--- src/rtl/mux_rr_arbiter_pkg.sv ---
// mux_rr_arbiter_pkg: shared helpers and constants for the round-robin mux arbiter.
package mux_rr_arbiter_pkg;
  localparam int RR_PTR_RESET = 0;
  localparam int N_REQ_MAX = 16;
  function automatic int clog2_min1(input int n);
    return (n < 2) ? 1 : $clog2(n);
  endfunction
  typedef logic [clog2_min1(N_REQ_MAX)-1:0] rr_idx_t;
endpackage

--- src/rtl/mux_rr_arbiter_if.sv ---
// mux_rr_arbiter_if: requester-side valid/ready bundle and registered output channel.
interface mux_rr_arbiter_if #(
  parameter int N_REQ = 4,
  parameter int DATA_W = 8
);
  localparam int IW = mux_rr_arbiter_pkg::clog2_min1(N_REQ);
  logic [N_REQ-1:0] req_valid;
  logic [N_REQ-1:0] req_ready;
  logic [N_REQ*DATA_W-1:0] req_data;
  logic out_valid;
  logic out_ready;
  logic [DATA_W-1:0] out_data;
  logic [IW-1:0] out_src;
  modport slave (input req_valid, req_data, out_ready, output req_ready, out_valid, out_data, out_src);
  modport master (output req_valid, req_data, out_ready, input req_ready, out_valid, out_data, out_src);
endinterface

--- src/rtl/mux_rr_arbiter_pick.sv ---
// rr_pick: combinational round-robin scan starting at ptr, returns index, one-hot and any.
module rr_pick import mux_rr_arbiter_pkg::*; #(
  parameter int N_REQ = 4,
  localparam int IW = clog2_min1(N_REQ)
) (
  input  logic [N_REQ-1:0] req,
  input  logic [IW-1:0]    ptr,
  output logic [IW-1:0]    gnt_idx,
  output logic [N_REQ-1:0] gnt_oh,
  output logic             any_valid
);
  always_comb begin
    gnt_idx = '0;
    gnt_oh = '0;
    any_valid = |req;
    // descending scan so the lowest offset from ptr wins
    for (int k = N_REQ - 1; k >= 0; k--)
      if (req[(int'(ptr) + k) % N_REQ]) gnt_idx = IW'((int'(ptr) + k) % N_REQ);
    gnt_oh[gnt_idx] = any_valid;
  end
endmodule

--- src/rtl/mux_rr_arbiter.sv ---
// mux_rr_arbiter: round-robin arbiter steering N_REQ requesters into one registered output.
// Optional accepted-transfer counter on port xfer_count under MUX_RR_ARB_STATS_EN.
module mux_rr_arbiter import mux_rr_arbiter_pkg::*; #(
  parameter int N_REQ = 4,
  parameter int DATA_W = 8,
  parameter int CNT_W = 16
) (
  input logic clk,
  input logic rst_n,
  mux_rr_arbiter_if.slave bus
`ifdef MUX_RR_ARB_STATS_EN
  ,
  output logic [CNT_W-1:0] xfer_count
`endif
);
  localparam int IW = clog2_min1(N_REQ);
  typedef logic [IW-1:0] idx_t;
  idx_t ptr_q, ptr_d, out_src_q, out_src_d, gnt_idx;
  logic [N_REQ-1:0] gnt_oh;
  logic any_valid, load, accept, out_valid_q, out_valid_d;
  logic [DATA_W-1:0] out_data_q, out_data_d;
  rr_pick #(.N_REQ(N_REQ)) u_pick (
    .req(bus.req_valid),
    .ptr(ptr_q),
    .gnt_idx(gnt_idx),
    .gnt_oh(gnt_oh),
    .any_valid(any_valid)
  );
  always_comb begin
    load = !out_valid_q || bus.out_ready;
    accept = load && any_valid;
    // rst_n gate keeps ready low while reset is held even though load is 1
    bus.req_ready = (load && rst_n) ? gnt_oh : '0;
    out_valid_d = load ? any_valid : out_valid_q;
    out_data_d = accept ? bus.req_data[gnt_idx*DATA_W +: DATA_W] : out_data_q;
    out_src_d = accept ? gnt_idx : out_src_q;
    ptr_d = !accept ? ptr_q : (gnt_idx == idx_t'(N_REQ - 1)) ? idx_t'(RR_PTR_RESET) : gnt_idx + idx_t'(1);
  end
  always_ff @(posedge clk or negedge rst_n)
    if (!rst_n) begin
      out_valid_q <= 1'b0;
      out_data_q <= '0;
      out_src_q <= '0;
      ptr_q <= idx_t'(RR_PTR_RESET);
    end else begin
      out_valid_q <= out_valid_d;
      out_data_q <= out_data_d;
      out_src_q <= out_src_d;
      ptr_q <= ptr_d;
    end
  assign bus.out_valid = out_valid_q;
  assign bus.out_data = out_data_q;
  assign bus.out_src = out_src_q;
`ifdef MUX_RR_ARB_STATS_EN
  logic [CNT_W-1:0] cnt_q, cnt_d;
  always_comb cnt_d = (accept && cnt_q != '1) ? cnt_q + CNT_W'(1) : cnt_q;
  always_ff @(posedge clk or negedge rst_n)
    if (!rst_n) cnt_q <= '0;
    else cnt_q <= cnt_d;
  assign xfer_count = cnt_q;
`endif
endmodule

--- src/flat_wrapper.sv ---
// flat-port wrapper written by rule: the top's interface ports become plain ports
module mux_rr_arbiter_flat import mux_rr_arbiter_pkg::*;
#(
  parameter int N_REQ = 4,
  parameter int DATA_W = 8,
  parameter int CNT_W = 16
)
  (clk, rst_n, bus_req_valid, bus_req_data, bus_out_ready, bus_req_ready, bus_out_valid, bus_out_data, bus_out_src);
  mux_rr_arbiter_if #(.N_REQ(N_REQ), .DATA_W(DATA_W)) bus_i ();
  input logic clk;
  input logic rst_n;
  input wire logic [$bits(bus_i.req_valid)-1:0] bus_req_valid;
  input wire logic [$bits(bus_i.req_data)-1:0] bus_req_data;
  input wire logic [$bits(bus_i.out_ready)-1:0] bus_out_ready;
  output wire logic [$bits(bus_i.req_ready)-1:0] bus_req_ready;
  output wire logic [$bits(bus_i.out_valid)-1:0] bus_out_valid;
  output wire logic [$bits(bus_i.out_data)-1:0] bus_out_data;
  output wire logic [$bits(bus_i.out_src)-1:0] bus_out_src;
  assign bus_i.req_valid = bus_req_valid;
  assign bus_i.req_data = bus_req_data;
  assign bus_i.out_ready = bus_out_ready;
  assign bus_req_ready = bus_i.req_ready;
  assign bus_out_valid = bus_i.out_valid;
  assign bus_out_data = bus_i.out_data;
  assign bus_out_src = bus_i.out_src;
  mux_rr_arbiter #(.N_REQ(N_REQ), .DATA_W(DATA_W), .CNT_W(CNT_W)) u_core (.clk(clk), .rst_n(rst_n), .bus(bus_i));
endmodule
--- config.mk ---
export PLATFORM = sky130hd
export DESIGN_NAME = mux_rr_arbiter_flat
export DESIGN_NICKNAME = d
export VERILOG_FILES = /design/src/rtl/mux_rr_arbiter_pkg.sv /design/src/rtl/mux_rr_arbiter_if.sv /design/src/rtl/mux_rr_arbiter_pick.sv /design/src/rtl/mux_rr_arbiter.sv /design/src/flat_wrapper.sv
export SDC_FILE = /design/constraint.sdc
export NUM_CORES = 1
export LEC_CHECK = 0
export ABC_CLOCK_PERIOD_IN_PS = 2100
export BUFFER_PORTS_ARGS = -buffer_cell sky130_fd_sc_hd__buf_2
export CAP_MARGIN = 30
export CORE_MARGIN = 8
export CORE_UTILIZATION = 43
export DETAILED_ROUTE_END_ITERATION = 10
export PLACE_DENSITY = 0.79
export SETUP_SLACK_MARGIN = 0.4
export SLEW_MARGIN = 15
export SYNTH_ARGS = -nofsm -noshare
export SYNTH_HDL_FRONTEND = slang
export SYNTH_SLANG_ARGS = --single-unit
--- constraint.sdc ---
create_clock -name clk -period 2.1 [get_ports clk]
set_input_delay 0.21 -clock clk [delete_from_list [all_inputs] [get_ports clk]]
set_output_delay 0.21 -clock clk [all_outputs]
set_load 0.02 [all_outputs]
=== After elaboration in Yosys (flattened, before gate mapping) ===
Cells that the tools add are included.
Widths: inputs -> output; s select.

* Eq/ne operators: 1
* Reduce and logical (&&, ||, !) cells: 9
* Bitwise gates (word level): 4
* Shifts and indexed selects: 1
* Add/sub/neg operators: 4
* Multiplexer cells: 19
* Order comparisons: 6

{| class="wikitable"
|+ Operator list
! cell !! count
|-
| $shiftx 32x6->8 || 1
|-
| $lt 3x4->1 const B || 3
|-
| $mux 2 || 5
|-
| $bmux 1 s2 || 4
|-
| $mux 1 || 8
|-
| $lt 2x3->1 const B || 2
|-
| $reduce_or 2->1 || 3
|-
| $add 2x1->2 const B || 2
|-
| $add 2x2->2 const B || 2
|-
| $and 4x4->4 || 1
|-
| $mux 4 || 1
|-
| $reduce_or 4->1 || 1
|-
| $and 1x1->1 const A || 3
|-
| $logic_and 1x1->1 || 3
|-
| $demux 1 s2 || 1
|-
| $eq 2x2->1 const B || 1
|-
| $ge 2x1->1 const B || 1
|-
| $logic_not 1->1 || 1
|-
| $logic_or 1x1->1 || 1
|}

* Logic and storage cells: 48
* Register bits: 13
* Output and inout port bits: 15

=== Depth between registers and ports, before layout ===
Gate-level depths: netlist (run 1).

* Depth in word-level cells: 16
* Mapped depth: 9

=== By module ===
From an unflattened synthesis (run 1), not the netlist that was laid out.

* Cells, all modules: 78
* Area, all modules: 929.6 sq um

{| class="wikitable"
|+ Modules (own cells, without submodules)
! module !! cells an instance !! area an instance (sq um) !! instances !! seq. area each (sq um)
|-
| mux_rr_arbiter || 45 || 718.2 || 1 || 325.3
|-
| rr_pick || 33 || 211.5 || 1 || 0.0
|}

=== Worst setup path before layout (run 1) ===
Ideal clock, no wire load.

* Kind: reg2out
* Start: reg u_core.ptr_q[1]
* End: out bus_req_ready[2]
* Data arrival time: 1.776 ns
* Required time: 1.890 ns
* Setup slack: 0.114 ns
* Cell stages (with the launch flop): 8
* Path through: dfrtp_1 buf_6 o32a_1 buf_6 nand2_8 inv_6 buf_8 nor3b_1

* Word-level cells in the longest chain between the ends: 14
* Elaborated cells between the ends (all ways): 25

{| class="wikitable"
|+ RTL lines
! element !! RTL line !! source
|-
| from (decl) || mux_rr_arbiter.sv:18 || <nowiki>idx_t ptr_q, ptr_d, out_src_q, out_src_d, gnt_idx;</nowiki>
|-
| from (signal assigned) || mux_rr_arbiter.sv:44 || <nowiki>ptr_q <= idx_t'(RR_PTR_RESET);</nowiki>
|-
| from (signal assigned) || mux_rr_arbiter.sv:49 || <nowiki>ptr_q <= ptr_d;</nowiki>
|-
| $add 2x2->2 || mux_rr_arbiter_pick.sv:18 || <nowiki>if (req[(int'(ptr) + k) % N_REQ]) gnt_idx = IW'((int'(ptr) + k) % N_REQ);</nowiki>
|-
| $bmux 1 s2 || mux_rr_arbiter_pick.sv:18 ||
|-
| $mux 1 (implied by the code) (2 in a row) || mux_rr_arbiter_pick.sv:18 ||
|-
| $mux 2 (3 in a row) || mux_rr_arbiter_pick.sv:18 ||
|-
| $mux 2 (*) || mux_rr_arbiter_pick.sv:18 ||
|-
| $lt 2x3->1 (implied by the code) / $ge 2x1->1 (equally long branches) || mux_rr_arbiter_pick.sv:19 || <nowiki>gnt_oh[gnt_idx] = any_valid;</nowiki>
|-
| $logic_and 1x1->1 (implied by the code) || mux_rr_arbiter_pick.sv:19 ||
|-
| $mux 1 (implied by the code) || mux_rr_arbiter_pick.sv:19 ||
|-
| $demux 1 s2 (*) || mux_rr_arbiter_pick.sv:19 ||
|-
| $and 4x4->4 (no line) (*) || -- ||
|-
| $mux 4 (*) || mux_rr_arbiter.sv:33 || <nowiki>bus.req_ready = (load && rst_n) ? gnt_oh : '0;</nowiki>
|-
| to (decl) || flat_wrapper.sv:15 || <nowiki>output wire logic [$bits(bus_i.req_ready)-1:0] bus_req_ready;</nowiki>
|}

Mark *: on every way between the ends. The rest lies on a longest branch, timed or not. The select of a mux whose other input is x is not followed.

=== Final worst setup path (run 1) ===
* Start: reg u_core.ptr_q[1]
* End: out bus_req_ready[3]

The elaborated chain is that of the path after synthesis.

==> flow_summary.yaml, run 1 <==
sta:
  relSlewSlack_pct: 60.0
  layout_worst_path_cycle_share_pct: 92.1
  setup_tns_ns: 0
  fmax_mhz: 517
  finalCriticalPeriod_ns: 1.93
  tightest_slew_ns: 0.598
  hold_viol_final: 0
  slew_violations: 0
  finalSetupViolations: 0
  rsz0062_at_grt: "yes"
  clock_skew_ns: 0.00285
final_layout:
  final_cells: 184
  final_nets: 197
  area_delta_synth_final_pct: 51.9
  drive_gt1_share_pct: 61.5
  antenna_cells: 0
critical_path:
  crit_fanout: 7
  endpoint_kind: "output pin"
  crit_type: "flip-flop to output pin"
  slowest_stage: "dfrtp_2"
  crit_chain: "mux2_4 -> nand2_8 -> nand2_8 -> inv_12 -> ha_4 -> and3_4 -> buf_6"
  regToRegSetupSlack_ns: 0.31
  r2r-end: "u_core.bus.out_data[0]"
  reg2reg_depth: 6
  max_stage_delay_ns: 0.47
  rr_startpoint: "u_core.ptr_q[1]"
  crit_top_cell: "nand2_8"
  worstPathArrival_ns: 1.72
  start_kind: "flip-flop"
  crit_required_ns: 1.89
  cp_num_buf_inv: 2
  critical_path.top_delay_family: "flip-flops"
placed_design:
  dpl.hpwl_um: 2190
  gp_congestion: 0.810
  io_buffer_count: 53
  dp.cells: 167
route:
  dr.pass1.iters: 4
  drt_iter0_markers: 38
  drt-vias-per-instance: 5.34
  vias: 983
  wl_um: 2980
  post_drt_wl_per_cell_um: 16.2
  drc: 0
  drtAntennaViolNets: 0
synth:
  yosys_warnings: 0
  synth-seq-cells: 13
  avgSynthCellArea_sq_um: 10.5
  syn_nets: 129
  synth_cell_types: 29
  netlist_area_sq_um: 935
  seq_area_frac_synth_pct: 34.8
  syn-instance-count: 89
global_route:
  grt_usage_pct: 14.7
  grt_pass1_vias: 1060
  antenna_found_initial: 0
  grt_max_degree: 14
  grt_overflow: 0
  grt_pass1_wl_um: 4800
die:
  pin_count: 54
  initial_core_util_pct: 43.9
  design.core.area_sq_mm: 0.00213
  die_h_um: 62.6
  die_area_sq_mm: 0.00392
  rows: 17
  dieWidth_um: 62.6
hold_path:
  min_to: "u_core.bus.out_valid"
  hold_start: "bus_out_ready"
  hold_depth: 2
  min_path_type: "input port to flip-flop"
cts:
  clockBufferDepth: 2
  clkSlewWorstSetupHoldPaths_ns: 0.08
  insertion_delay_ns: 0.27
  root_buffer: "clkbuf_4"
  cts_max_level: 1
  cts_num_sinks: 13
  cts_buffers: 3
  cts_tree: "done"
status:
  outcome: "finished, final reports clean"
power:
  p_leak_nw: 0.670
  p_per_area_mw_per_mm2: 958
  vdd_ir_drop_max_mv: 0.498
run:
  max_cap_viol_count: 0
## power by group
| part | switching [W] | total (W) | internal (W) |
|---|---|---|---|
| combinational | 0.000439 | 0.000794 | 0.000355 |
| sequential | 0.0000674 | 0.000408 | 0.000341 |
| clock | 0.0000846 | 0.000158 | 0.0000736 |
## through the flow
stage,hold WS (ns),setup slack [ns],utilization (%),area [sq um],total power (W)
floorplan,-0.0856,0.352,-,966,0.000917
global placement,0.128,0.292,58.1,1240,0.00106
detailed placement,0.135,0.244,58.1,1240,0.00108
CTS,0.123,0.157,64.9,1380,0.00133
global route,0.135,0.0996,66.8,1420,0.00144
finish,0.130,0.167,66.8,1420,0.00136
## per-layer routing
metal	global-route usage (%)	routed length [um]	share of wire, %	vias up
met1	16.6	1240	42	471
met5	0	0	0	-
met4	5.70	29	0.97	0
met3	5.20	219	7.4	4
li1	-	-	-	468
met2	24.6	1490	50	40
## cells in the mapped netlist
cell,n,area (sq um)
inv_1,5,18.8
nor2_1,9,33.8
a21o_1,1,7.51
a211oi_1,11,82.6
nor2b_1,1,6.26
buf_6,2,22.5
ha_1,1,12.5
inv_6,1,8.76
and3_1,1,6.26
o221ai_2,1,15.0
nor3b_1,1,7.51
clkbuf_1,2,7.51
a21boi_2,1,11.3
o22a_2,1,10.0
a21boi_0,8,60.1
nand2_8,2,40.0
mux2_2,2,22.5
nand2_1,1,3.75
dfrtp_1,13,325
nor3_1,2,10.0
a21oi_1,3,15.0
a21oi_2,1,8.76
o32a_1,1,10.0
a211oi_2,5,62.6
buf_8,1,15.0
mux2_4,1,15.0
mux2i_1,8,80.1
o21ai_0,2,10.0
nor4_1,1,6.26
## cell families (layout without fill, tap and decap cells)
| family | Yosys count | in the layout | share of synthesized area, % |
|---|---|---|---|
| adder cells (fa/ha/maj) | 1 | 1 | 1.34 |
| AO/OA/AOI/OAI | 35 | 35 | 31.3 |
| AND/OR/NAND/NOR | 18 | 18 | 12.2 |
| flip-flops | 13 | 13 | 34.8 |
| buffers and inverters | 11 | 78 | 7.76 |
| multiplexers | 11 | 11 | 12.6 |
## cells in the final DEF (no fill, tap or decap), types with 2 or more instances in the layout
master | Yosys | layout
a211oi_1 | 11 | 9
buf_2 | 0 | 49
a21boi_1 | 0 | 4
buf_4 | 0 | 17
nor2_1 | 9 | 9
dfrtp_1 | 13 | 12
mux2i_1 | 8 | 8
a21boi_0 | 8 | 4
a21oi_1 | 3 | 2
o21ai_0 | 2 | 2
clkbuf_4 | 0 | 3
inv_1 | 5 | 4
nand2_8 | 2 | 2
mux2_4 | 1 | 2
a211oi_2 | 5 | 7
## sequential cells by signal (all words and copies together), names as in the netlist
register / count
u_core.bus.out_data: 8
u_core.bus.out_src: 2
u_core.ptr_q: 2
u_core.bus.out_valid: 1
## worst register-to-register path, stage by stage (launching register included)
cell      delay (ns)
dfrtp_2         0.47
o32a_1          0.39
buf_4           0.17
buf_4           0.15
a21boi_0        0.22
a211oi_2        0.05
a211oi_1        0.25
## what timing repair did
action,in CTS,in global routing
endpoints found under the hold margin,13,0
setup buffers,9,3
cloned,0,0
hold buffers,1,0
resized for setup,14,6
endpoints found under the setup margin,13,12
pin swaps,9,6
## cell type report
type | instances | area [sq um]
Inverter | 6 | 35.0
Sequential cell | 13 | 327
Timing Repair Buffer | 68 | 394
Tap cell | 28 | 35.0
Clock buffer | 4 | 26.3
Fill cell | 184 | 707
Multi-Input combinational cell | 65 | 603
## worst max-delay path by stage
| stage | depth (start not counted) | slack (ns) | start | endpoint |
|---|---|---|---|---|
| 2_1_floorplan | 8 | 0.35 | u_core.ptr_q[1] | u_core.ptr_q[1] |
| 3_3_place_gp | 7 | 0.29 | u_core.ptr_q[1] | bus_req_ready[3] |
| 3_5_place_dp | 7 | 0.24 | u_core.ptr_q[1] | bus_req_ready[3] |
| 4_1_cts | 6 | 0.16 | u_core.ptr_q[1] | bus_req_ready[3] |
| 5_1_grt | 7 | 0.1 | u_core.ptr_q[1] | bus_req_ready[3] |
| 6_report | 7 | 0.17 | u_core.ptr_q[1] | bus_req_ready[3] |
(Power assumes the default switching activity.)
==> run 2, diff against run 1 <==
Settings changed: SETUP_SLACK_MARGIN 0.4 to 0.5.
==> flow_summary.yaml, run 2 (synthesis results as in run 1) <==
final_layout:
  utilization_pct: 66.8
  area_delta_synth_final_pct: 52.1
  drive_gt1_share_pct: 59.6
  largest_register_ffs: 8
  final_cell_area_sq_mm: 0.00142
  antenna_cells: 0
  mostFrequentLayoutCells: "50 x buf_2, 14 x buf_4, 12 x dfrtp_1, 11 x a211oi_1, 9 x nor2_1"
  final_nets: 197
  layout_commonest_cell: "buf_2"
sta:
  layout_worst_path_cycle_share_pct: 92.4
  tightest_slew_ns: 0.643
  finalCriticalPeriod_ns: 1.94
  clock_skew_ns: 0.00851
  hold_viol_final: 0
  slew_violations: 0
  finalSetupViolations: 0
  rsz0062_at_grt: "yes"
  relSlewSlack_pct: 57.0
  fmax_mhz: 516
  setup_tns_ns: 0
critical_path:
  crit_type: "flip-flop to output pin"
  rr_startpoint: "u_core.ptr_q[1]"
  worstPathArrival_ns: 1.73
  reg2reg_depth: 7
  start_kind: "flip-flop"
  endpoint_kind: "output pin"
  crit_required_ns: 1.89
  crit_fanout: 6
  r2r-end: "u_core.bus.out_data[5]"
  regToRegSetupSlack_ns: 0.28
route:
  drtAntennaViolNets: 0
  drc: 0
  drt-vias-per-instance: 5.26
  drt_iter0_markers: 17
  post_drt_wl_per_cell_um: 15.8
  wl_um: 2900
  vias: 968
  dr.pass1.iters: 4
die:
  initial_core_util_pct: 43.9
  die_area_sq_mm: 0.00392
  dieWidth_um: 62.6
  die_h_um: 62.6
  design.core.area_sq_mm: 0.00213
  rows: 17
  pin_count: 54
global_route:
  grt_overflow: 0
  grt_pass1_vias: 1150
  grt_usage_pct: 15.4
  antenna_found_initial: 0
  grt_max_degree: 14
  grt_pass1_wl_um: 5080
placed_design:
  place_area_sq_mm: 0.00124
  dpl.hpwl_um: 2210
  io_buffer_count: 53
  gp_congestion: 0.749
cts:
  cts_max_level: 1
  clockBufferDepth: 2
  cts_tree: "done"
  cts_buffers: 3
  clkSlewWorstSetupHoldPaths_ns: 0.08
  cts_num_sinks: 13
  insertion_delay_ns: 0.27
  root_buffer: "clkbuf_4"
power:
  p_per_area_mw_per_mm2: 987
  vdd_ir_drop_max_mv: 0.763
  p_leak_nw: 0.678
status:
  outcome: "finished, final reports clean"
hold_path:
  min_path_type: "input port to flip-flop"
  min_to: "u_core.bus.out_valid"
  hold_start: "bus_out_ready"
  hold_depth: 2
run:
  max_cap_viol_count: 0
run 2: cell count changes in the layout (fill, tap and decap cells not counted), moves of 2 or more:
cell	delta
buf_4	-3
a211oi_2	-2
a211oi_1	+2
a21boi_0	+3
a21boi_1	-3
run 2: cell type report:
type / instances / area [sq um]
repair buffers: 68 / 408
flip-flops and latches: 13 / 327
well taps: 28 / 35.0
clock buffers: 4 / 26.3
fillers: 179 / 706
multi-input cells: 65 / 591
inverters: 6 / 35.0
run 2: report_power, final:
group	internal, W	switching (W)	total, W	leakage (nW)
clock network	0.0000734	0.0000859	0.000159	0.0150
logic	0.000397	0.000442	0.000839	0.520
registers	0.000341	0.0000639	0.000405	0.143
run 2: critical path, cell delays in order (launching register included):
cell	delay (ns)
dfrtp_2	0.46
a21o_1	0.18
a21oi_2	0.17
o22a_2	0.24
ha_4	0.14
and3_4	0.15
buf_4	0.13
run 2: how the worst max path moves through the flow:
stage	start	endpoint	slack, ns	depth (start not counted)
after floorplan	u_core.ptr_q[1]	u_core.ptr_q[1]	0.35	8
after global placement	u_core.bus.out_valid	u_core.bus.out_data[5]	0.27	4
after detailed placement	u_core.ptr_q[1]	bus_req_ready[3]	0.24	7
after CTS	u_core.ptr_q[1]	bus_req_ready[2]	0.15	6
after global routing	u_core.ptr_q[1]	bus_req_ready[3]	0.04	6
final	u_core.ptr_q[1]	bus_req_ready[3]	0.16	6
run 2: routing by layer:
metal	vias to the layer above	global-route usage (%)	share of wire [%]
li1	469	-	-
met1	459	17.4	42
met2	36	26.0	50
met3	4	5.56	6.7
met4	0	5.13	1.1
met5	-	0	0
run 2: stage by stage:
stage / worst slack [ns] / cells / total power, W / hold WS [ns]
5_1_grt: 0.0438 / 184 / 0.00150 / 0.135
3_3_place_gp: 0.275 / 167 / 0.00106 / 0.127
4_1_cts: 0.150 / 182 / 0.00138 / 0.126
3_5_place_dp: 0.240 / 167 / 0.00108 / 0.134
6_report: 0.160 / 184 / 0.00140 / 0.138
2_1_floorplan: 0.352 / 89 / 0.000917 / -0.0856
run 2: what timing repair did:
| item | CTS | global route |
|---|---|---|
| pin swaps | 6 | 1 |
| endpoints found under the setup margin | 13 | 15 |
| hold buffers | 1 | 0 |
| setup buffers | 10 | 2 |
| resized for setup | 13 | 2 |
| hold endpoints to repair | 13 | 0 |
